**config.mk**
```make
export PLATFORM = sky130hd
export DESIGN_NAME = frame_buffer_rotator_flat
export DESIGN_NICKNAME = d
export VERILOG_FILES = /design/src/rtl/frame_buffer_rotator_if.sv /design/src/rtl/frame_buffer_rotator.sv /design/src/flat_wrapper.sv
export SDC_FILE = /design/constraint.sdc
export NUM_CORES = 1
export LEC_CHECK = 0
export CAP_MARGIN = 30
export CORE_MARGIN = 1
export CORE_UTILIZATION = 47
export CTS_CLUSTER_DIAMETER = 100
export CTS_CLUSTER_SIZE = 24
export DETAILED_ROUTE_END_ITERATION = 8
export GPL_TIMING_DRIVEN = 1
export MAX_ROUTING_LAYER = met4
export PLACE_DENSITY = 0.86
export SYNTH_ARGS = -nofsm -noshare
export SYNTH_HDL_FRONTEND = slang
export SYNTH_SLANG_ARGS = --single-unit
```
**constraint.sdc**
```tcl
create_clock -name clk -period 5.46 [get_ports clk]
set_input_delay 0.819 -clock clk [delete_from_list [all_inputs] [get_ports clk]]
set_output_delay 0.819 -clock clk [all_outputs]
set_load 0.05 [all_outputs]
```
**src/rtl/frame_buffer_rotator_if.sv**
```systemverilog
// frame_buffer_rotator_if: vsync inputs and buffer-index/address outputs of the frame rotator
interface frame_buffer_rotator_if #(
    parameter int NUM_READERS = 1,
    parameter int PORT_W      = 2,
    parameter int ADDR_W      = 32
);
    logic                          enable;
    logic                          wr_vsync;
    logic [NUM_READERS-1:0]        rd_vsync;
    logic [PORT_W-1:0]             wr_port;
    logic [ADDR_W-1:0]             wr_base;
    logic [NUM_READERS*PORT_W-1:0] rd_port;
    logic [NUM_READERS*ADDR_W-1:0] rd_base;
    logic [PORT_W-1:0]             latest_port;
    logic                          latest_valid;
    logic [15:0]                   dropped_count;
    logic [15:0]                   frame_count;

    modport master (
        output enable, wr_vsync, rd_vsync,
        input  wr_port, wr_base, rd_port, rd_base, latest_port, latest_valid, dropped_count, frame_count
    );

    modport slave (
        input  enable, wr_vsync, rd_vsync,
        output wr_port, wr_base, rd_port, rd_base, latest_port, latest_valid, dropped_count, frame_count
    );
endinterface

```
**src/rtl/frame_buffer_rotator.sv**
```systemverilog
// frame_buffer_rotator: N-buffer frame rotation between one writer and several readers
module frame_buffer_rotator #(
    parameter int              NUM_BUFFERS  = 3,
    parameter int              NUM_READERS  = 1,
    parameter int              PORT_W       = 2,
    parameter int              ADDR_W       = 32,
    parameter logic [ADDR_W-1:0] BASE_ADDR    = '0,
    parameter logic [ADDR_W-1:0] FRAME_STRIDE = ADDR_W'(32'h0009_6000)
) (
    input logic                   clk,
    input logic                   reset,
    frame_buffer_rotator_if.slave bus
);
    if (NUM_BUFFERS < NUM_READERS + 2) begin : g_bad_buffers
        $error("frame_buffer_rotator: NUM_BUFFERS must be >= NUM_READERS+2");
    end
    if ((1 << PORT_W) < NUM_BUFFERS) begin : g_bad_port_w
        $error("frame_buffer_rotator: PORT_W too narrow for NUM_BUFFERS");
    end

    logic [PORT_W-1:0]      wr_q, wr_d, lat_q;
    logic [PORT_W-1:0]      rd_q [NUM_READERS];
    logic [PORT_W-1:0]      rd_d [NUM_READERS];
    logic [ADDR_W-1:0]      wr_base_q;
    logic [ADDR_W-1:0]      rd_base_q [NUM_READERS];
    logic                   val_q, fetched_q, en_wr, any_fetch, drop;
    logic [15:0]            drop_q, frame_q;
    logic [NUM_BUFFERS-1:0] used;

    function automatic logic [ADDR_W-1:0] base_of(input logic [PORT_W-1:0] p);
        return BASE_ADDR + ADDR_W'(p) * FRAME_STRIDE;
    endfunction

    // Reader hand-off: a pulsing reader takes the latest completed buffer as it stood before this edge
    always_comb begin
        any_fetch = 1'b0;
        for (int i = 0; i < NUM_READERS; i++) begin
            rd_d[i] = rd_q[i];
            if (bus.enable && bus.rd_vsync[i] && val_q) begin
                rd_d[i]   = lat_q;
                any_fetch = 1'b1;
            end
        end
        en_wr = bus.enable && bus.wr_vsync;
        drop  = en_wr && val_q && !fetched_q && !any_fetch;
    end

    // Writer's next buffer: lowest index not being completed now and not held by any reader next cycle
    always_comb begin
        used = '0;
        wr_d = wr_q;
        for (int b = 0; b < NUM_BUFFERS; b++) begin
            used[b] = (wr_q == PORT_W'(b));
            for (int i = 0; i < NUM_READERS; i++) used[b] = used[b] | (rd_d[i] == PORT_W'(b));
        end
        for (int b = NUM_BUFFERS - 1; b >= 0; b--) if (!used[b]) wr_d = PORT_W'(b);
    end

    // Rotation state, base addresses and frame/drop counters
    always_ff @(posedge clk) begin
        if (reset) begin
            wr_q      <= '0;
            wr_base_q <= BASE_ADDR;
            lat_q     <= '0;
            val_q     <= 1'b0;
            fetched_q <= 1'b0;
            drop_q    <= '0;
            frame_q   <= '0;
            for (int i = 0; i < NUM_READERS; i++) begin
                rd_q[i]      <= PORT_W'(1);
                rd_base_q[i] <= BASE_ADDR + FRAME_STRIDE;
            end
        end else begin
            for (int i = 0; i < NUM_READERS; i++) begin
                rd_q[i]      <= rd_d[i];
                rd_base_q[i] <= base_of(rd_d[i]);
            end
            if (any_fetch) fetched_q <= 1'b1;
            if (en_wr) begin
                lat_q     <= wr_q;
                val_q     <= 1'b1;
                fetched_q <= 1'b0;
                frame_q   <= frame_q + 16'd1;
                wr_q      <= wr_d;
                wr_base_q <= base_of(wr_d);
                if (drop && drop_q != 16'hFFFF) drop_q <= drop_q + 16'd1;
            end
        end
    end

    // The writer must never share a buffer with a reader or the latest completed frame
    always_ff @(posedge clk) begin
        if (!reset && val_q)
            for (int i = 0; i < NUM_READERS; i++) assert (wr_q != rd_q[i] && wr_q != lat_q);
    end

    assign bus.wr_port       = wr_q;
    assign bus.wr_base       = wr_base_q;
    assign bus.latest_port   = lat_q;
    assign bus.latest_valid  = val_q;
    assign bus.dropped_count = drop_q;
    assign bus.frame_count   = frame_q;

    for (genvar i = 0; i < NUM_READERS; i++) begin : g_rd
        assign bus.rd_port[i*PORT_W +: PORT_W] = rd_q[i];
        assign bus.rd_base[i*ADDR_W +: ADDR_W] = rd_base_q[i];
    end
endmodule

```
**src/flat_wrapper.sv**
```systemverilog
// flat-port wrapper written by rule: the top's interface ports become plain ports
module frame_buffer_rotator_flat 
#(
    parameter int              NUM_BUFFERS  = 3,
    parameter int              NUM_READERS  = 1,
    parameter int              PORT_W       = 2,
    parameter int              ADDR_W       = 32,
    parameter logic [ADDR_W-1:0] BASE_ADDR    = '0,
    parameter logic [ADDR_W-1:0] FRAME_STRIDE = ADDR_W'(32'h0009_6000)
)
  (clk, reset, bus_enable, bus_wr_vsync, bus_rd_vsync, bus_wr_port, bus_wr_base, bus_rd_port, bus_rd_base, bus_latest_port, bus_latest_valid, bus_dropped_count, bus_frame_count);
  frame_buffer_rotator_if #(.NUM_READERS(NUM_READERS), .PORT_W(PORT_W), .ADDR_W(ADDR_W)) bus_i ();
  input logic clk;
  input logic reset;
  input wire logic [$bits(bus_i.enable)-1:0] bus_enable;
  input wire logic [$bits(bus_i.wr_vsync)-1:0] bus_wr_vsync;
  input wire logic [$bits(bus_i.rd_vsync)-1:0] bus_rd_vsync;
  output wire logic [$bits(bus_i.wr_port)-1:0] bus_wr_port;
  output wire logic [$bits(bus_i.wr_base)-1:0] bus_wr_base;
  output wire logic [$bits(bus_i.rd_port)-1:0] bus_rd_port;
  output wire logic [$bits(bus_i.rd_base)-1:0] bus_rd_base;
  output wire logic [$bits(bus_i.latest_port)-1:0] bus_latest_port;
  output wire logic [$bits(bus_i.latest_valid)-1:0] bus_latest_valid;
  output wire logic [$bits(bus_i.dropped_count)-1:0] bus_dropped_count;
  output wire logic [$bits(bus_i.frame_count)-1:0] bus_frame_count;
  assign bus_i.enable = bus_enable;
  assign bus_i.wr_vsync = bus_wr_vsync;
  assign bus_i.rd_vsync = bus_rd_vsync;
  assign bus_wr_port = bus_i.wr_port;
  assign bus_wr_base = bus_i.wr_base;
  assign bus_rd_port = bus_i.rd_port;
  assign bus_rd_base = bus_i.rd_base;
  assign bus_latest_port = bus_i.latest_port;
  assign bus_latest_valid = bus_i.latest_valid;
  assign bus_dropped_count = bus_i.dropped_count;
  assign bus_frame_count = bus_i.frame_count;
  frame_buffer_rotator #(.NUM_BUFFERS(NUM_BUFFERS), .NUM_READERS(NUM_READERS), .PORT_W(PORT_W), .ADDR_W(ADDR_W), .BASE_ADDR(BASE_ADDR), .FRAME_STRIDE(FRAME_STRIDE)) u_core (.clk(clk), .reset(reset), .bus(bus_i));
endmodule
```
==> results of run 1 <==
## flip-flops by register name, summed over array words and instances, names as in the netlist
register,flops
u_core.bus.latest_valid,1
u_core.bus.frame_count,16
u_core.bus.dropped_count,16
u_core.bus.latest_port,2
u_core.bus.wr_port,1
u_core.bus.wr_base,5
u_core.fetched_q,1
u_core.rd_base_q,6
## worst max path at each step
| stage | from | end | slack (ns) | depth (start not counted) |
|---|---|---|---|---|
| after floorplan | bus_enable | u_core.bus.wr_base[14] | 3.26 | 6 |
| after global placement | bus_enable | u_core.bus.dropped_count[13] | 2.34 | 5 |
| after detailed placement | bus_enable | u_core.bus.dropped_count[4] | 2.22 | 5 |
| after CTS | bus_enable | u_core.bus.dropped_count[4] | 2.52 | 5 |
| after global routing | bus_enable | u_core.bus.dropped_count[4] | 2.31 | 5 |
| final | bus_enable | u_core.bus.dropped_count[4] | 2.51 | 5 |
## placed cells by master, fill, tap and decap left out, types with 3 or more instances in the layout
cell type / netlist / routed
clkdlybuf4s50_1: 0 / 59
conb_1: 1 / 48
dfxtp_1: 48 / 48
nor2_1: 28 / 28
nand2_1: 26 / 26
a21oi_1: 20 / 20
nand3_1: 15 / 15
inv_1: 9 / 9
xnor2_1: 9 / 9
nor3_1: 8 / 8
nand4_1: 8 / 8
or4_1: 8 / 8
o31ai_1: 7 / 7
nor2b_1: 6 / 6
o41ai_1: 5 / 5
nor4_1: 5 / 5
mux2_2: 5 / 5
ha_1: 5 / 5
clkbuf_8: 0 / 5
o21ai_0: 4 / 4
nand4_2: 3 / 3
and2_1: 3 / 3
o311ai_0: 3 / 3
or3_1: 3 / 3
xor2_1: 3 / 3
## per-stage QoR
| stage | area [um^2] | util | cells | power (mW) | hold slack (ns) |
|---|---|---|---|---|---|
| 3_5_place_dp | 3060 | 0.559 | 429 | 0.509 | 0.451 |
| 5_1_grt | 3140 | 0.573 | 436 | 0.728 | 0.486 |
| 6_report | 3140 | 0.573 | 436 | 0.696 | 0.458 |
| 3_3_place_gp | 3060 | 0.559 | 429 | 0.507 | 0.449 |
| 2_1_floorplan | 2840 | - | 363 | 0.516 | 0.501 |
| 4_1_cts | 3140 | 0.573 | 436 | 0.702 | 0.463 |
## synth_stat cells, types with 2 or more instances
| library cell | count | area [um^2] |
|---|---|---|
| a21oi_1 | 20 | 100 |
| and2_1 | 3 | 18.8 |
| and4_1 | 2 | 17.5 |
| buf_2 | 3 | 15.0 |
| buf_4 | 56 | 420 |
| buf_6 | 2 | 22.5 |
| clkbuf_1 | 5 | 18.8 |
| dfxtp_1 | 48 | 961 |
| ha_1 | 5 | 62.6 |
| inv_1 | 9 | 33.8 |
| mux2_2 | 5 | 56.3 |
| mux2i_2 | 2 | 27.5 |
| nand2_1 | 26 | 97.6 |
| nand3_1 | 15 | 75.1 |
| nand4_1 | 8 | 50.1 |
| nand4_2 | 3 | 37.5 |
| nor2_1 | 28 | 105 |
| nor2b_1 | 6 | 37.5 |
| nor3_1 | 8 | 40.0 |
| nor4_1 | 5 | 31.3 |
| o21ai_0 | 4 | 20.0 |
| o311ai_0 | 3 | 26.3 |
| o31ai_1 | 7 | 52.6 |
| o41ai_1 | 5 | 43.8 |
| or2_2 | 2 | 12.5 |
| or3_1 | 3 | 18.8 |
| or4_1 | 8 | 60.1 |
| xnor2_1 | 9 | 78.8 |
| xor2_1 | 3 | 26.3 |
## metal layers
layer	up-vias	wire length (um)	GRT usage	part of all wire
met2	77	2510	0.314	0.48
met3	10	242	0.0482	0.047
met1	1021	2350	0.210	0.45
met4	0	79	0.0566	0.015
li1	1100	-	-	-
met5	-	0	-	0
## worst max-delay path, cell delays in order
cell and delay (ns):
clkdlybuf4s50_1 0.56, and2_1 0.55, nand4_1 0.48, or4_1 0.61, a21oi_1 0.15
## area by class of cell
cell class	instances	area, um^2
Timing Repair Buffer	61	606
Clock inverter	1	5.00
Sequential cell	48	961
Inverter	10	37.5
Tap cell	72	90.1
Clock buffer	6	72.6
Fill cell	500	2340
Multi-Input combinational cell	238	1370
## cells by family after synthesis
family,Yosys count,share of synthesized area
AND/OR/NAND/NOR,121,0.240
buffers and inverters,77,0.194
flip-flops,48,0.360
AO/OA/AOI/OAI,44,0.106
XOR/XNOR,12,0.0394
multiplexers,8,0.0352
adder cells (fa/ha/maj),5,0.0235
other,1,0.00141
## power by group through the flow
stage                     clock network (mW)  registers [mW]  logic [mW]
after floorplan                            0           0.384       0.132
after global placement                     0           0.369       0.139
after detailed placement                   0           0.369       0.140
after CTS                              0.202           0.361       0.140
after global routing                   0.219           0.362       0.147
final                                  0.195           0.361       0.140
==> metrics.md, run 1 <==
| Metric | Value |
|---|---|
| Worst-Skew Late Latency | `0.30 ns` |
| DIE HEIGHT | `77.3 um` |
| Initial antenna violation count | `0` |
| Final setup violation count | `0` |
| Synth Register Bits | `48` |
| Final Hold Vio Count | `0` |
| Cell depth of the worst flop-to-flop path | `6` |
| Routability cong. | `0.803` |
| Max_slew headroom | `0.396` |
| Initial Utilization | `0.487` |
| Antenna Cells | `0` |
| GR Util All Layers | `0.184` |
| Outcome | `complete, no violations` |
| # hold bufs at CTS | `0` |
| Top FF cell, synth | `dfxtp_1` |
| Netlist cell types | `42` |
| Setup Buffers After CTS | `0` |
| Largest net degree at the start of global routing | `27` |
| Yosys warning total | `0` |
| Ys async rst share | `0` |
| Max-cap viol count | `0` |
| FMAX | `338 MHz` |
| Sequential-to-total area share from yosys stat | `0.360` |
| Cell Pwr Density | `222 mW/mm^2` |
| Pleak | `1.12 nW` |
| Critical path fanouts, max | `18` |
| Vias | `2208` |
| Final ANT Viol Nets | `0` |
| Die width | `77.3 um` |
| Hold depth | `2` |
| Post_cts resized | `0` |
| Reg2reg end | `u_core.bus.wr_base[14]` |
| Crit Path Class | `input port to flip-flop` |
| RR Startpoint | `u_core.bus.latest_valid` |
| Vias/cell | `5.06` |
| Row cnt | `27` |
| Max-slew violations | `0` |
| Core ar. | `0.00547 mm^2` |
| CTS Buf Count | `5` |
| Crit share post-route | `0.541` |
| WHS Endpoint | `u_core.bus.wr_base[18]` |
| Drt pass-1 iters | `4` |
| Die area | `0.00598 mm^2` |
| Net switching power figure | `0.232 mW` |
| Drt drc | `0` |
| Critical Path End Type | `flip-flop` |
| Clock Skew | `0.00699 ns` |
| Post-Synthesis Cell Area | `0.00267 mm^2` |
| H-tree depth | `2` |
| Initial DRC Count | `97` |
| Internal power | `0.464 mW` |
| Area grow syn2layout | `17.6%` |
| Routed len/inst | `11.9 um` |
| Sequential Power Share | `0.518` |
| CTS tree | `yes` |
| Hold_sp | `u_core.bus.wr_base[18]` |
| DRT Wirelength | `5180 um` |
| Hold Path Class | `flip-flop to flip-flop` |
| DPL Wire Length | `3860 um` |
| Post-synth EDFFs | `0` |
| Syn Area/Cell | `8.44 um^2` |
| Fraction of power consumed by the clock network | `0.281` |
| Final min period | `2.95 ns` |
| CTS clk-pin slew, worst paths | `0.08 ns` |
| Max Buffers Root-to-Sink | `2` |
| Comb pwr share | `0.201` |
| Cells after Synth | `316` |
| # port buffers | `59` |
| Number of global-route vias before repair | `1968` |
| Share of layout cells above drive strength 1 | `0.0632` |
| Total grt overflow | `0` |
| Sw Ratio | `0.333` |
| TritonCTS Sinks | `48` |
| Crit path DAT | `3.18 ns` |
| Worst-margin pin slew | `0.903 ns` |
| Critical Path RT | `5.69 ns` |
| Nets | `374` |
| TNS Setup | `0 ns` |
| CP Launch Type | `input port` |
| Root buffer cell | `clkbuf_8` |
| Global-route wire length before repair | `8750 um` |
| R2R Setup Slk | `3.36 ns` |
| Unrepaired setup endpoints after global routing | `no` |
| Ports | `108` |
| Place WS | `2.22 ns` |
| Worst setup margin | `2.51 ns` |
| Peak supply drop | `144 uV` |
Note: power is estimated with default switching activity, not from simulation.
==> inputs of run 2 (changes only) <==
- CORE_UTILIZATION: 47 -> 43
- PLACE_DENSITY: 0.86 -> 0.8
- clock period: 5.46 -> 3.1 ns (I/O delays scaled with it)
==> run 2 against run 1 <==
Effect of this change: worst setup slack got worse by 1.7 ns; highest routed layer unchanged; clock skew fell by 0.0027 ns; clock-buffer cell count is 1 higher; sequential power up 76%; global-route usage is 0.96 points lower; core utilization is 4.1 points lower; sequential share of layout area is 0.34 points lower; power grew 82%.
==> metrics.md, run 2 (same netlist as run 1, synthesis figures left out) <==
| Metric | Value |
|---|---|
| Outcome | `complete, no violations` |
| Max-slew violations | `0` |
| Crit Path Class | `input port to flip-flop` |
| Worst-margin pin slew | `0.704 ns` |
| Commonest cells after routing, fill and taps aside | `clkdlybuf4s50_1 (59), conb_1 (48), dfxtp_1 (48)` |
| Share of layout cells above drive strength 1 | `0.0708` |
| Crit path DAT | `2.51 ns` |
| CP Cell Sequence | `clkdlybuf4s50_1 -> nand3_1 -> mux2i_2 -> o221ai_1 -> ha_1 -> a211oi_1` |
| WP depth | `6` |
| Buffers and inverters on the worst path | `1` |
| Initial antenna violation count | `0` |
| # port buffers | `59` |
| Nets | `376` |
| Worst-Skew Late Latency | `0.29 ns` |
| Core ar. | `0.00596 mm^2` |
| GR Util All Layers | `0.174` |
| Root buffer cell | `clkbuf_8` |
| Row cnt | `28` |
| Critical path fanouts, max | `8` |
| Total grt overflow | `0` |
| Die width | `80.8 um` |
| CP delay by family, top | `buffers and inverters` |
| TritonCTS Sinks | `48` |
| Initial DRC Count | `71` |
| Max-cap viol count | `0` |
| Max_slew headroom | `0.527` |
| CTS Buf Count | `5` |
| FMAX | `435 MHz` |
| Drt pass-1 iters | `4` |
| Crit share post-route | `0.741` |
| Final Hold Vio Count | `0` |
| Start point of the critical path | `bus_enable` |
| Drt drc | `0` |
| RR Startpoint | `u_core.bus.dropped_count[0]` |
| Global-route wire length before repair | `8630 um` |
| TNS Setup | `0 ns` |
| Most common cell after layout, fill and taps aside | `clkdlybuf4s50_1` |
| Worst setup path endpoint | `u_core.bus.wr_base[14]` |
| Ports | `108` |
| DPL Wire Length | `3980 um` |
| Pleak | `1.13 nW` |
| Cell Pwr Density | `400 mW/mm^2` |
| Critical Path RT | `3.31 ns` |
| Number of global-route vias before repair | `1936` |
| Initial Utilization | `0.448` |
| Peak supply drop | `236 uV` |
| Antenna Cells | `0` |
| Routability cong. | `0.857` |
| Place WS | `0.500 ns` |
| R2R Setup Slk | `1.09 ns` |
| H-tree depth | `2` |
| Max Buffers Root-to-Sink | `2` |
| Largest net degree at the start of global routing | `28` |
| Vias | `2266` |
| Final ANT Viol Nets | `0` |
| CTS tree | `yes` |
| Routed len/inst | `12.3 um` |
| Reg2reg end | `u_core.bus.dropped_count[4]` |
| Final min period | `2.30 ns` |
| Vias/cell | `5.13` |
| DRT Wirelength | `5450 um` |
| Critical Path End Type | `flip-flop` |
| CP Launch Type | `input port` |
| WHS | `0.462 ns` |
| CTS clk-pin slew, worst paths | `0.09 ns` |
| Cell depth of the worst flop-to-flop path | `5` |
| Setup Buffers After CTS | `0` |
| Area grow syn2layout | `18.9%` |
| Post_cts resized | `0` |
| Unrepaired setup endpoints after global routing | `no` |
| Clock Skew | `0.00426 ns` |
| Critical path's largest stage delay | `0.57 ns` |
| # hold bufs at CTS | `0` |
| Final setup violation count | `0` |
| Hold Path Class | `flip-flop to flip-flop` |
| Worst path slowest cell | `clkdlybuf4s50_1` |
| Die area | `0.00652 mm^2` |
| DIE HEIGHT | `80.8 um` |
| Worst setup margin | `0.802 ns` |
-- run 2: changes by cell type in the layout (fill, tap and decap cells not counted) --
cell        previous run  this run
clkinvlp_4             0         1
clkbuf_8               5         6
clkinv_2               1         0
buf_4                  2         4
-- run 2: where the power goes --
group	internal (mW)	switching, mW	total [mW]
combinational	0.0413	0.210	0.251
sequential	0.625	0.0103	0.635
clock	0.182	0.202	0.383
-- run 2: cell type report --
| cell class | instances | area, um^2 |
|---|---|---|
| Multi-Input combinational cell | 238 | 1370 |
| Clock buffer | 7 | 86.3 |
| Fill cell | 590 | 2780 |
| Tap cell | 75 | 93.8 |
| Inverter | 10 | 37.5 |
| Sequential cell | 48 | 961 |
| Clock inverter | 1 | 7.51 |
| Timing Repair Buffer | 63 | 621 |
-- run 2: per-stage QoR --
| stage | utilization | total power [mW] | std cells | cell area (um^2) |
|---|---|---|---|---|
| after floorplan | - | 0.909 | 363 | 2840 |
| after global placement | 0.517 | 0.897 | 434 | 3080 |
| after detailed placement | 0.517 | 0.901 | 434 | 3080 |
| after CTS | 0.533 | 1.28 | 442 | 3170 |
| after global routing | 0.533 | 1.32 | 442 | 3170 |
| final | 0.533 | 1.27 | 442 | 3170 |
-- run 2: metal layers --
metal  part of all wire  GRT usage
met1               0.45      0.210
met2               0.48      0.286
met3              0.052     0.0337
met4              0.022     0.0714
met5                  0          -
-- run 2: worst min-delay path by stage --
stage / from / endpoint / slack [ns] / cells after the start
finish: u_core.bus.wr_base[18] / u_core.bus.wr_base[18] / 0.46 / 2
global route: u_core.bus.wr_base[16] / u_core.bus.wr_base[16] / 0.48 / 2
CTS: u_core.bus.wr_base[18] / u_core.bus.wr_base[18] / 0.46 / 2
detailed placement: u_core.bus.wr_base[18] / u_core.bus.wr_base[18] / 0.45 / 2
global placement: u_core.bus.wr_base[16] / u_core.bus.wr_base[16] / 0.45 / 2
floorplan: u_core.fetched_q / u_core.fetched_q / 0.50 / 2
-- run 2: worst reg2reg max path, delay by kind of cell, from the launching register on --
kind	cells	cell delay (ns)
adder cells (fa/ha/maj)	1	0.26
flip-flops	1	0.40
AND/OR/NAND/NOR	3	1.14
AO/OA/AOI/OAI	1	0.15
